===== src/rtl/elm_pkg.sv =====
// Shared definitions for the ELM address sequencer.
//   - FSM state encoding (IDLE/RUN/DONE) as legacy-compatible localparams
//   - clog2 helper for width defaults
package elm_pkg;

  typedef logic [1:0] state_t;

  localparam state_t StIdle = 2'd0;
  localparam state_t StRun  = 2'd1;
  localparam state_t StDone = 2'd2;

  // Ceiling log2, clamped to at least 1 so it can size a register directly.
  function automatic int unsigned clog2(input int unsigned v);
    int unsigned r;
    r = 1;
    for (int i = 1; i < 32; i++) begin
      if ((64'(1) << i) < 64'(v)) r = i + 1;
    end
    return r;
  endfunction

endpackage


===== src/rtl/elm_mod_counter.sv =====
// Modulo-MODULUS up counter with synchronous clear and advance enable.
// Ports:
//   clk   - clock, rising edge
//   clr   - synchronous clear to 0 (wins over en)
//   en    - advance one count; wraps to 0 after MODULUS-1
//   count - current count
//   tc    - terminal count (count == MODULUS-1)
module elm_mod_counter
  import elm_pkg::*;
#(
  parameter int unsigned MODULUS = 256,
  parameter int unsigned WIDTH   = clog2(MODULUS)
) (
  input  logic             clk,
  input  logic             clr,
  input  logic             en,
  output logic [WIDTH-1:0] count,
  output logic             tc
);

  localparam logic [WIDTH-1:0] Last = WIDTH'(MODULUS - 1);

  logic [WIDTH-1:0] count_q, count_d;

  assign tc    = (count_q == Last);
  assign count = count_q;

  always_comb begin
    count_d = count_q;
    if (clr) begin
      count_d = '0;
    end else if (en) begin
      count_d = tc ? '0 : count_q + WIDTH'(1);
    end
  end

  always_ff @(posedge clk) begin
    count_q <= count_d;
  end

endmodule


===== src/rtl/elm_addr_sequencer.sv =====
// Two-level (row x column) address sequencer for ELM weight/input memories.
// Ports:
//   clk, rst           - clock and synchronous active-high reset
//   start              - begin a scan (taken in IDLE or DONE)
//   en                 - advance one address (RUN only), otherwise stall
//   clr                - synchronous abort, same effect as rst
//   col_addr/row_addr  - current column / row index
//   lin_addr           - row_addr*N_COLS + col_addr, kept as its own counter
//   valid, busy        - high while in RUN
//   row_done           - 1-cycle pulse after the last column of a row is consumed
//   done               - MODE 0: level in DONE; MODE 1: 1-cycle pulse per scan
module elm_addr_sequencer
  import elm_pkg::*;
#(
  parameter int unsigned N_COLS = 256,
  parameter int unsigned N_ROWS = 1,
  parameter int unsigned COL_W  = 8,
  parameter int unsigned ROW_W  = 1,
  parameter int unsigned ADDR_W = 8,
  parameter int unsigned MODE   = 0
) (
  input  logic              clk,
  input  logic              rst,
  input  logic              start,
  input  logic              en,
  input  logic              clr,
  output logic [COL_W-1:0]  col_addr,
  output logic [ROW_W-1:0]  row_addr,
  output logic [ADDR_W-1:0] lin_addr,
  output logic              valid,
  output logic              row_done,
  output logic              done,
  output logic              busy
);

  state_t            state_q, state_d;
  logic [ADDR_W-1:0] lin_q, lin_d;
  logic              row_done_q, row_done_d;
  logic              done_q, done_d;
  logic              kill, step, col_tc, row_tc, last_step;

  assign kill      = rst | clr;
  assign step      = (state_q == StRun) & en;
  assign last_step = step & col_tc & row_tc;

  // Both counters wrap to 0 on the final step, so finishing a scan leaves
  // addresses at 0 without any extra clear.
  elm_mod_counter #(
    .MODULUS (N_COLS),
    .WIDTH   (COL_W)
  ) u_col_cnt (
    .clk   (clk),
    .clr   (kill),
    .en    (step),
    .count (col_addr),
    .tc    (col_tc)
  );

  elm_mod_counter #(
    .MODULUS (N_ROWS),
    .WIDTH   (ROW_W)
  ) u_row_cnt (
    .clk   (clk),
    .clr   (kill),
    .en    (step & col_tc),
    .count (row_addr),
    .tc    (row_tc)
  );

  always_comb begin
    state_d = state_q;
    if (kill) begin
      state_d = StIdle;
    end else begin
      unique case (state_q)
        StIdle:  if (start) state_d = StRun;
        StRun:   if (last_step && (MODE == 0)) state_d = StDone;
        StDone:  if (start) state_d = StRun;
        default: state_d = StIdle;
      endcase
    end
  end

  always_comb begin
    lin_d = lin_q;
    if (kill) begin
      lin_d = '0;
    end else if (step) begin
      lin_d = last_step ? '0 : lin_q + ADDR_W'(1);
    end
  end

  assign row_done_d = ~kill & step & col_tc;
  // One-shot holds done for as long as DONE lasts; continuous pulses it.
  assign done_d     = ~kill & ((MODE == 0) ? (state_d == StDone) : last_step);

  always_ff @(posedge clk) begin
    if (rst) begin
      state_q    <= StIdle;
      lin_q      <= '0;
      row_done_q <= 1'b0;
      done_q     <= 1'b0;
    end else begin
      state_q    <= state_d;
      lin_q      <= lin_d;
      row_done_q <= row_done_d;
      done_q     <= done_d;
    end
  end

  assign lin_addr = lin_q;
  assign row_done = row_done_q;
  assign done     = done_q;
  assign valid    = (state_q == StRun);
  assign busy     = (state_q == StRun);

endmodule


===== config.mk =====
export PLATFORM = sky130hd
export DESIGN_NAME = elm_addr_sequencer
export DESIGN_NICKNAME = d
export VERILOG_FILES = /design/src/rtl/elm_pkg.sv /design/src/rtl/elm_mod_counter.sv /design/src/rtl/elm_addr_sequencer.sv
export SDC_FILE = /design/constraint.sdc
export NUM_CORES = 1
export LEC_CHECK = 0
export CAP_MARGIN = 10
export CORE_MARGIN = 2
export CORE_UTILIZATION = 59
export CTS_BUF_LIST = sky130_fd_sc_hd__clkbuf_16
export CTS_CLUSTER_SIZE = 8
export DETAILED_ROUTE_END_ITERATION = 10
export DONT_BUFFER_PORTS = 1
export GPL_ROUTABILITY_DRIVEN = 1
export PLACE_DENSITY = 0.75
export SETUP_SLACK_MARGIN = 0.02
export SLEW_MARGIN = 20
export SYNTH_ARGS = -nofsm -noshare
export SYNTH_HDL_FRONTEND = slang
export SYNTH_SLANG_ARGS = --single-unit

===== constraint.sdc =====
create_clock -name clk -period 1.65 [get_ports clk]
set_input_delay 0.165 -clock clk [delete_from_list [all_inputs] [get_ports clk]]
set_output_delay 0.165 -clock clk [all_outputs]
set_load 0.005 [all_outputs]

==> summary.md <==
| Metric | Value |
|---|---|
| Sequential share of the synthesized area | 0.419 |
| Synthesized flop and latch total | 20 |
| DR vias | roughly 840 |
| Final HPWL from detailed placement | ~1400 um |
| Drt pass-1 iters | 6 |
| Worst reg2reg path endpoint | done |
| Core Box Area | 1510 um^2 |
| DR vias/cell | ~6.5 |
| Reg2reg path depth | 4 |
| Asr flop ratio synth | 0 |
| Input/output buffers | 0 |
| Critical-path maximum fanout | 8 |
| Fin. Hold Viols | 0 |
| Vias in the first global route | roughly 800 |
| Worst setup EP type | register |
| Seq pwr share | 0.418 |
| Synth-to-Final Area Change | 15.7% |
| Worst reg2reg setup slack | about 0.093 ns |
| Area post-placement | 987 um^2 |
| Final setup vio count | 0 |
| Critical Path RT | roughly 1.8 ns |
| Largest net degree at the start of global routing | 15 |
| Worst Skew | around 0.0029 ns |
| Ys Warns | 0 |
| Max Slew Vio Count | 0 |
| Worst Setup SP | u_col_cnt.count[1] |
| Design area | roughly 1100 um^2 |
| Cell variety after synth | 32 |
| Combinational power share | 0.027 |
| Syn nets | roughly 110 |
| WL/cell | about 16 um |
| H-tree levels | 1 |
| Final ANT Viol Nets | 0 |
| CTS sink cnt | 20 |
| HP Start | start |
| Fmax achieved | about 640 MHz |
| Num CTS Buffers | 3 |
| Worst setup SP type | register |
| Initial antenna violation count | 0 |
| Number of diodes | 0 |
| Clock tree root buffer cell | clkbuf_16 |
| Hold depth | 2 |
| Total power | ~1200 uW |
| DRT iter0 DRCs | 15 |
| Share of the synthesized area in the top cell type | 0.419 |
| Final Cycle Share | 0.944 |
| Power per Cell Area | 1060 nW/um^2 |
| Leak | 0.000378 uW |
| CTS tree | built |
| Synthesized cell area | 956 um^2 |
| TNS Setup | 0 ns |
| FP Rows | 14 |
| Initial Util | 0.635 |
| Max-cap viol count | 0 |
| Share of layout cells above drive strength 1 | 0.170 |
| Worst endpoint data arrival time | 1.70 ns |
| Crit path time final | ~1.6 ns |
| Leading area contributor after synthesis | dfxtp_1 |
| RePlAce Congestion | 0.726 |
| Mapped Cells | around 110 |
| First-pass GRT wire length | between 3000 and 4000 um |
| Top-count cell post-synth | dfxtp_1 |
| Clk_lat worst skew | 0.25 ns |
| Synth Area per Inst | between 8 and 9 um^2 |
| Total grt overflow | 0 |
| CTS max path bufs | 2 |
| Fin nets | 120 |
| CTS clk-pin slew, worst paths | 0.06 ns |
| Main area contributors after synthesis | dfxtp_1 42%, a21oi_1 5.8%, or3_1 5.2% |
| Crit Path Class | register to register |
| Post-synth EDFFs | 0 |
| Hold Crit Class | input port to register |
| IR drop worst, VDD | a little over 600 uV |
| GR Util All Layers | 0.229 |
| DRT Wirelength | between 2000 and 2500 um |
| Number of top-level pins | 26 |
| Status | finished, final reports clean |
| RSZ-0062 raised after global routing | no |
| Switching share of power | 0.167 |
| Clock share of power | 0.555 |
| Drt drc | 0 |
| P_int | 978 uW |
| Synth Flop Type | dfxtp_1 |
| Die Width | between 40 and 50 um |
| Worst R2R Start | u_col_cnt.count[1] |
| Die area | 1960 um^2 |
| Sw power | approximately 200 uW |
| Hold-fix buffers, CTS | 0 |
| DIE HEIGHT | 44.3 um |
| Capture point of the critical path | done |
| Synth top cells by count | 20 x dfxtp_1, 11 x a21oi_1, 9 x o21ai_0 |
per-layer routing:
metal | vias up | wire [um] | track usage
li1 | 414 | - | -
met1 | 390 | 869 | 0.284
met2 | 29 | 1030 | 0.365
met3 | 2 | 127 | 0.0694
met4 | 0 | 9 | 0.103
met5 | - | 0 | 0
worst min path at each step:
stage | to
final | state_q[1]
after global routing | state_q[1]
after global placement | state_q[1]
after floorplan | done
after CTS | state_q[1]
after detailed placement | state_q[1]
through the flow:
step | worst slack [ns] | hold slack [ns] | util | std cells
2_1_floorplan | 0.117 | 0.379 | - | 107
3_3_place_gp | 0.139 | 0.384 | 0.655 | 124
3_5_place_dp | 0.0295 | 0.415 | 0.655 | 124
4_1_cts | 0.0445 | 0.149 | 0.731 | 128
5_1_grt | 0.0205 | 0.156 | 0.734 | 128
6_report | 0.0925 | 0.153 | 0.734 | 128
kinds of logic after synthesis:
kind of cell | synth area share
buf+inv | 0.0510
flops | 0.419
compound gates | 0.226
simple gates | 0.274
other cells | 0.00392
fa+ha+maj | 0.0262
registers in the layout, summed over array words and instances, names as in the netlist:
signal           cells
lin_addr             8
u_col_cnt.count      8
state_q              2
done                 1
row_done             1
cell type report:
cell class | count | area, um^2
multi-input combinational | 78 | 520
sequential | 20 | 400
fill | 120 | 400
clock buffer | 3 | 75.1
timing repair buffer | 6 | 45.0
clock inverter | 1 | 30.0
tap | 16 | 20.0
inverter | 4 | 15.0
placed cells by master (no fill, tap or decap):
| cell type | count |
|---|---|
| dfxtp_1 | 20 |
| a21oi_1 | 11 |
| o21ai_0 | 9 |
| nand3_1 | 8 |
| or3_1 | 7 |
| nand2_1 | 7 |
| buf_4 | 6 |
| o31ai_1 | 4 |
| or4_1 | 4 |
| inv_1 | 4 |
| nand4_1 | 3 |
| clkbuf_16 | 3 |
| nor2_1 | 2 |
| a221oi_1 | 2 |
| o211ai_1 | 2 |
| o21a_1 | 2 |
| ha_1 | 2 |
| nor2b_1 | 1 |
| nand3_2 | 1 |
| nand3b_4 | 1 |
| or3_4 | 1 |
| or2_2 | 1 |
| nor3b_1 | 1 |
| a31o_2 | 1 |
| or2b_1 | 1 |
| nand4b_2 | 1 |
| o31ai_4 | 1 |
| and3b_1 | 1 |
| or4_4 | 1 |
| a21oi_2 | 1 |
| nor3_1 | 1 |
| conb_1 | 1 |
| bufinv_16 | 1 |
repair_timing:
| action | CTS | global route |
|---|---|---|
| setup endpoints to repair | 1 | 2 |
| setup buffers | 0 | 0 |
| gates cloned | 0 | 0 |
| resized for setup | 1 | 1 |
worst max-delay path, cell delays in order, from the launching register on:
cell and delay, ns:
dfxtp_1 0.35, ha_1 0.19, nand3_2 0.18, or3_4 0.46
a221oi_1 0.28
power groups by stage:
| stage | clock network, uW | logic, uW | registers [uW] |
|---|---|---|---|
| 5_1_grt | 680 | 35.6 | 490 |
| 6_report | 652 | 31.6 | 490 |
| 3_5_place_dp | 0 | 30.7 | 500 |
| 2_1_floorplan | 0 | 27.7 | 499 |
| 4_1_cts | 668 | 31.4 | 490 |
| 3_3_place_gp | 0 | 30.4 | 499 |
No activity file was read; power rests on OpenSTA's default activity.
